## config.mk

```make
export PLATFORM = sky130hd
export DESIGN_NAME = icache_fetch
export DESIGN_NICKNAME = d
export VERILOG_FILES = /design/src/rtl/cpu_types_pkg.sv /design/src/rtl/icache_frames.sv /design/src/rtl/icache_fetch.sv
export SDC_FILE = /design/constraint.sdc
export NUM_CORES = 1
export LEC_CHECK = 0
export BUFFER_PORTS_ARGS = -buffer_cell sky130_fd_sc_hd__buf_2
export CAP_MARGIN = 20
export CORE_AREA = 2 2 334 336
export CTS_BUF_LIST = sky130_fd_sc_hd__clkbuf_4 sky130_fd_sc_hd__clkbuf_8
export DETAILED_ROUTE_END_ITERATION = 10
export DIE_AREA = 0 0 336 338
export GPL_TIMING_DRIVEN = 0
export PLACE_DENSITY = 0.48
export SETUP_SLACK_MARGIN = 0.02
export SYNTH_ARGS = -nofsm -noshare
export SYNTH_HDL_FRONTEND = slang
export SYNTH_SLANG_ARGS = --single-unit
export TNS_END_PERCENT = 1
```

## constraint.sdc

```tcl
create_clock -name CLK -period 17.15 [get_ports CLK]
set_input_delay 4.2875 -clock CLK [delete_from_list [all_inputs] [get_ports CLK]]
set_output_delay 4.2875 -clock CLK [all_outputs]
set_load 0.1 [all_outputs]
```

## src/rtl/cpu_types_pkg.sv

```systemverilog
// Shared CPU types: machine word plus the instruction-cache frame, address split and FSM states.
package cpu_types_pkg;

  typedef logic [31:0] word_t;

  localparam int unsigned ICACHE_SETS = 16;
  localparam int unsigned ICACHE_IDX  = $clog2(ICACHE_SETS);
  localparam int unsigned ICACHE_TAGW = 30 - ICACHE_IDX;

  typedef struct packed {
    logic                   valid;
    logic [ICACHE_TAGW-1:0] tag;
    word_t                  data;
  } icache_frame_t;

  typedef struct packed {
    logic [ICACHE_TAGW-1:0] tag;
    logic [ICACHE_IDX-1:0]  idx;
    logic [1:0]             bytoff;
  } icachef_t;

  typedef enum logic {IDLE, FILL} icache_state_t;

endpackage

```

## src/rtl/icache_frames.sv

```systemverilog
// Valid/tag/data storage for the direct-mapped icache: one write port, one read port,
// synchronous clear-all of the valid bits. Only the valid bits are reset.
module icache_frames
  import cpu_types_pkg::*;
#(
  parameter int unsigned SETS = ICACHE_SETS,
  parameter int unsigned TAGW = 30 - $clog2(ICACHE_SETS)
) (
  input  logic                    CLK,
  input  logic                    nRST,
  input  logic                    clr,
  input  logic                    we,
  input  logic [$clog2(SETS)-1:0] widx,
  input  logic                    wvalid,
  input  logic [TAGW-1:0]         wtag,
  input  word_t                   wdata,
  input  logic [$clog2(SETS)-1:0] ridx,
  output logic                    rvalid,
  output logic [TAGW-1:0]         rtag,
  output word_t                   rdata
);

  logic [SETS-1:0] valid_q, valid_d;
  logic [TAGW-1:0] tag_q  [SETS];
  word_t           data_q [SETS];

  // A write in the same cycle as a clear wins for its own frame (and carries wvalid).
  always_comb begin
    valid_d = valid_q;
    if (clr) valid_d = '0;
    if (we)  valid_d[widx] = wvalid;
  end

  always_ff @(posedge CLK or negedge nRST) begin
    if (!nRST) valid_q <= '0;
    else       valid_q <= valid_d;
  end

  always_ff @(posedge CLK) begin
    if (we) begin
      tag_q[widx]  <= wtag;
      data_q[widx] <= wdata;
    end
  end

  assign rvalid = valid_q[ridx];
  assign rtag   = tag_q[ridx];
  assign rdata  = data_q[ridx];

endmodule

```

## src/rtl/icache_fetch.sv

```systemverilog
// Direct-mapped read-only instruction cache: zero-latency hits, single-word fills on a miss.
// Optional hit/miss counters are built when ICACHE_STATS_EN is defined.
module icache_fetch
  import cpu_types_pkg::*;
#(
  parameter int unsigned SETS = ICACHE_SETS
) (
  input  logic  CLK,
  input  logic  nRST,
  input  logic  imemREN,
  input  word_t imemaddr,
  output logic  ihit,
  output word_t imemload,
  input  logic  iinval,
  output logic  iREN,
  output word_t iaddr,
  input  logic  iwait,
  input  word_t iload
`ifdef ICACHE_STATS_EN
  ,
  output word_t hit_count,
  output word_t miss_count
`endif
);

  localparam int unsigned IDX  = $clog2(SETS);
  localparam int unsigned TAGW = 30 - IDX;

  icache_state_t   state_q, state_d;
  word_t           miss_addr_q, miss_addr_d;
  logic            rd_valid, raw_hit, we;
  logic [TAGW-1:0] rd_tag;
  word_t           rd_data;
  logic            unused_bits;

  assign unused_bits = ^{imemaddr[1:0], miss_addr_q[1:0]};
  assign raw_hit = (state_q == IDLE) && imemREN && rd_valid && (rd_tag == imemaddr[31:IDX+2]);

  always_comb begin
    state_d     = state_q;
    miss_addr_d = miss_addr_q;
    ihit        = 1'b0;
    imemload    = '0;
    iREN        = 1'b0;
    iaddr       = '0;
    we          = 1'b0;
    case (state_q)
      IDLE: begin
        if (raw_hit) begin
          // Invalidate suppresses the hit; the frame is gone next cycle anyway.
          ihit     = !iinval;
          imemload = iinval ? '0 : rd_data;
        end else if (imemREN) begin
          miss_addr_d = imemaddr;
          state_d     = FILL;
        end
      end
      FILL: begin
        iREN  = 1'b1;
        iaddr = {miss_addr_q[31:2], 2'b00};
        if (!iwait) begin
          we      = 1'b1;
          state_d = IDLE;
        end
      end
      default: state_d = IDLE;
    endcase
  end

  always_ff @(posedge CLK or negedge nRST) begin
    if (!nRST) begin
      state_q     <= IDLE;
      miss_addr_q <= '0;
    end else begin
      state_q     <= state_d;
      miss_addr_q <= miss_addr_d;
    end
  end

  icache_frames #(
    .SETS (SETS),
    .TAGW (TAGW)
  ) u_frames (
    .CLK    (CLK),
    .nRST   (nRST),
    .clr    (iinval),
    .we     (we),
    .widx   (miss_addr_q[IDX+1:2]),
    .wvalid (!iinval),
    .wtag   (miss_addr_q[31:IDX+2]),
    .wdata  (iload),
    .ridx   (imemaddr[IDX+1:2]),
    .rvalid (rd_valid),
    .rtag   (rd_tag),
    .rdata  (rd_data)
  );

`ifdef ICACHE_STATS_EN
  word_t hit_count_q, miss_count_q;

  always_ff @(posedge CLK or negedge nRST) begin
    if (!nRST) begin
      hit_count_q  <= '0;
      miss_count_q <= '0;
    end else begin
      if (ihit && (hit_count_q != '1)) hit_count_q <= hit_count_q + 32'd1;
      if ((state_q == IDLE) && (state_d == FILL) && (miss_count_q != '1))
        miss_count_q <= miss_count_q + 32'd1;
    end
  end

  assign hit_count  = hit_count_q;
  assign miss_count = miss_count_q;
`endif

endmodule

```

==> metrics.md <==
| Metric | Value |
|---|---|
| Outcome | completed |
| Type of the worst setup path | input pin to output pin |
| Most frequent cell after synthesis | edfxtp_1 |
| Worst Skew | 0.0300 ns |
| Leak Pwr | roughly 15 nW |
| Std cell rows | ~120 |
| CORE AREA | 0.110 sq mm |
| Final hold vios | 0 |
| Max Freq | approximately 0.071 GHz |
| Final setup TNS | 0 ns |
| Post-Synth XOR/XNOR Area | 0.0106 |
| Adder-cell area share of the yosys netlist | 0 |
| Critical Path Fanout Max | 10 |
| Maximum buffer depth of the clock tree | 3 |
| Synth Area in Compound Gates | 0.00797 |
| R2R Setup Slk | ~13 ns |
| Via Count | ~19000 |
| GRT Residual Overflow | 0 |
| Netlist cell types | between 50 and 60 |
| # DRC | 0 |
| First-pass GRT wire length | 146000 microns |
| Hold_sp | u_frames.valid_q[13] |
| Top cell type's share of synthesized area | 0.730 |
| Combinational share of power | 0.089 |
| Post-synth EDFFs | around 930 |
| Net Switching | 1.31 mW |
| TritonCTS clock tree | built |
| Crit path DAT | 9.70 ns |
| Initial core utilization | 0.347 |
| Final Cycle Share | 0.816 |
| GP Congestion | ~0.7 |
| Dpl cell area | about 0.042 sq mm |
| Post-CTS sizing | 0 |
| Worst Tran Pin Value | 1.03 ns |
| CTS Root Cell | clkbuf_8 |
| Mux contribution to synthesized area | 0.180 |
| CP required | between 10 and 15 ns |
| CTS clk-pin slew, worst paths | roughly 0.050 ns |
| Die Width | 336 microns |
| Number of clock sinks | 975 |
| Hold EP | u_frames.valid_q[13] |
| DR WL/cell | 28.3 microns |
| Initial antenna violation count | 12 |
| Hold depth | 1 |
| Hold/Removal Path Class | flip-flop to flip-flop |
| Chip Height | roughly 340 microns |
| # port buffers | roughly 120 |
| Simple-gate portion of the synthesized area | 0.0266 |
| Final WL | roughly 100000 microns |
| Asr flop ratio synth | 0.0482 |
| Synth area leaders | edfxtp_1 73%, mux4_2 14%, dfrtp_1 3.1% |
| Fin crit period | between 10 and 15 ns |
| GRT Overall Usage | 0.185 |
| Vias in the first global route | 20100 |
| RR Startpoint | u_frames.tag_q[5][15] |
| H-Tree Depth | 4 |
| Rel. slew slack | 0.314 |
| Sequential Power Share | 0.529 |
| Int Power | approximately 4 mW |
| Antenna Nets Post-Route | 0 |
| Slew Viols, Final | 0 |
| Vias per cell | about 5 |
| Max Cap Viol | 0 |
| Top post-synthesis cells by count | 928 x edfxtp_1, 233 x mux4_2, 79 x mux2i_1, 51 x mux2_2, 51 x nor2_1 |
| Pwr per Cell Area | 117 mW/mm^2 |
| Nets | ~2100 |
| Total chip power | 5.32 mW |
| Worst R2R End | miss_addr_q[18] |
| Area of the multi-input gates | about 0.0087 sq mm |
| FF/Latch Area | around 0.029 sq mm |
| Ys flop type | edfxtp_1 |
| Fillcell total | around 9700 |
| Peak supply drop | 0.0000987 V |
| Post-route cell area | about 0.045 sq mm |
| Share of cells above drive strength 1 | 0.393 |
| Critical Path Sink Type | output pin |
| DRT iter0 DRCs | around 1600 |
| R2R depth | 9 |
| Setup Buffers After CTS | 0 |
| Hpwl dp | between 60000 and 70000 microns |
| Yosys warning total | 0 |
| Area grow syn2layout | 19.2% |
| FF+latch count, synth | just under 1000 |
| Yosys top cell by area | edfxtp_1 |
| Main combinational cell family by area after synthesis | multiplexers |
| RSZ-0062 raised after global routing | no |
| Mapped Area | between 0.03 and 0.04 sq mm |
| Initial DRT Pass Iterations | 5 |
| Critical Path Start Type | input pin |
| Top Ports | roughly 140 |
| Num CTS Buffers | roughly 160 |
| Pin count of the biggest net entering global routing | 48 |
| Die Area | roughly 0.11 sq mm |
| Sw frac | 0.246 |
| Sequential share of the synthesized area | 0.761 |
| Final Setup Violations | 0 |
| Hold-fix buffers, CTS | 0 |
| Clk network pwr share | 0.382 |
| Worst skew pair latency | between 0.8 and 0.9 ns |
| Synth Instances | roughly 1700 |
| Synth Area per Inst | approximately 23 sq um |
[power groups by stage]
stage / Sequential [mW] / Clock [mW] / Combinational [mW]
3_5_place_dp: 2.87 / 0 / 0.481
2_1_floorplan: 2.84 / 0 / 0.298
4_1_cts: 2.82 / 2.09 / 0.482
3_3_place_gp: 2.87 / 0 / 0.446
6_report: 2.82 / 2.03 / 0.476
5_1_grt: 2.83 / 2.19 / 0.501
[stage by stage]
step	util	hold WS, ns	instances	setup slack (ns)
after CTS	0.412	0.501	3667	3.09
final	0.413	0.501	3678	3.16
after floorplan	-	0.458	1678	4.48
after global placement	0.369	0.470	3290	1.22
after detailed placement	0.383	0.488	3375	3.13
after global routing	0.413	0.531	3676	3.08
[flip-flops by register name, indices dropped and copies added (netlist names)]
name,cells
miss_addr_q,30
state_q,1
u_frames.data_q,512
u_frames.tag_q,416
u_frames.valid_q,16
[worst max-delay path by stage]
| stage | start | to | slack (ns) | cells after the start |
|---|---|---|---|---|
| after global routing | imemaddr[5] | imemload[31] | 3.08 | 12 |
| final | imemaddr[5] | imemload[31] | 3.16 | 12 |
| after detailed placement | imemaddr[5] | imemload[0] | 3.13 | 12 |
| after floorplan | imemaddr[2] | imemload[0] | 4.48 | 11 |
| after global placement | iwait | u_frames.data_q[0][14] | 1.22 | 4 |
| after CTS | imemaddr[5] | imemload[0] | 3.09 | 12 |
[cell usage in the layout (no fill, tap or decap), types with 10 or more instances in the layout]
master	n
mux2_2	51
mux4_2	233
clkinv_2	12
nor2_4	12
buf_6	29
buf_1	17
mux2i_1	79
edfxtp_1	928
dfrtp_1	47
and2_1	29
nor2b_4	29
clkbuf_8	182
clkbuf_1	28
nand2_1	12
xor2_1	14
buf_12	34
xnor2_1	32
mux4_1	10
buf_4	19
nor2_1	39
buf_2	142
clkinv_1	23
buf_8	24
clkbuf_4	67
[cell type report]
type | instances | area share
inverter | 3 | 0.000248
sequential | 975 | 0.638
timing repair buffer | 215 | 0.0467
buffer | 87 | 0.0109
clock inverter | 44 | 0.00501
antenna | 5 | 0.000275
multi-input combinational | 613 | 0.192
clock buffer | 248 | 0.0660
tap | 1488 | 0.0409
[per-layer routing]
metal	share of wire	GRT usage	wire length, microns
met1	0.43	0.247	45100
met5	0.00066	0	69
met3	0.052	0.0367	5410
met4	0.018	0.0492	1860
met2	0.50	0.311	51800
[worst max-delay path: stages]
cell	delay, ns
buf_2	0.13
buf_2	0.31
buf_2	0.42
buf_2	0.47
clkbuf_1	0.60
buf_2	0.58
a32oi_1	0.34
nor4_1	0.61
or4b_1	0.54
or3_4	0.49
nor2b_1	0.35
buf_2	0.50
[logic make-up after synthesis]
logic type / Yosys count
flops: 975
mux: 373
simple gates: 152
buf+inv: 90
xor+xnor: 46
compound gates: 40
other cells: 1
Note: power is estimated with default switching activity, not from simulation.
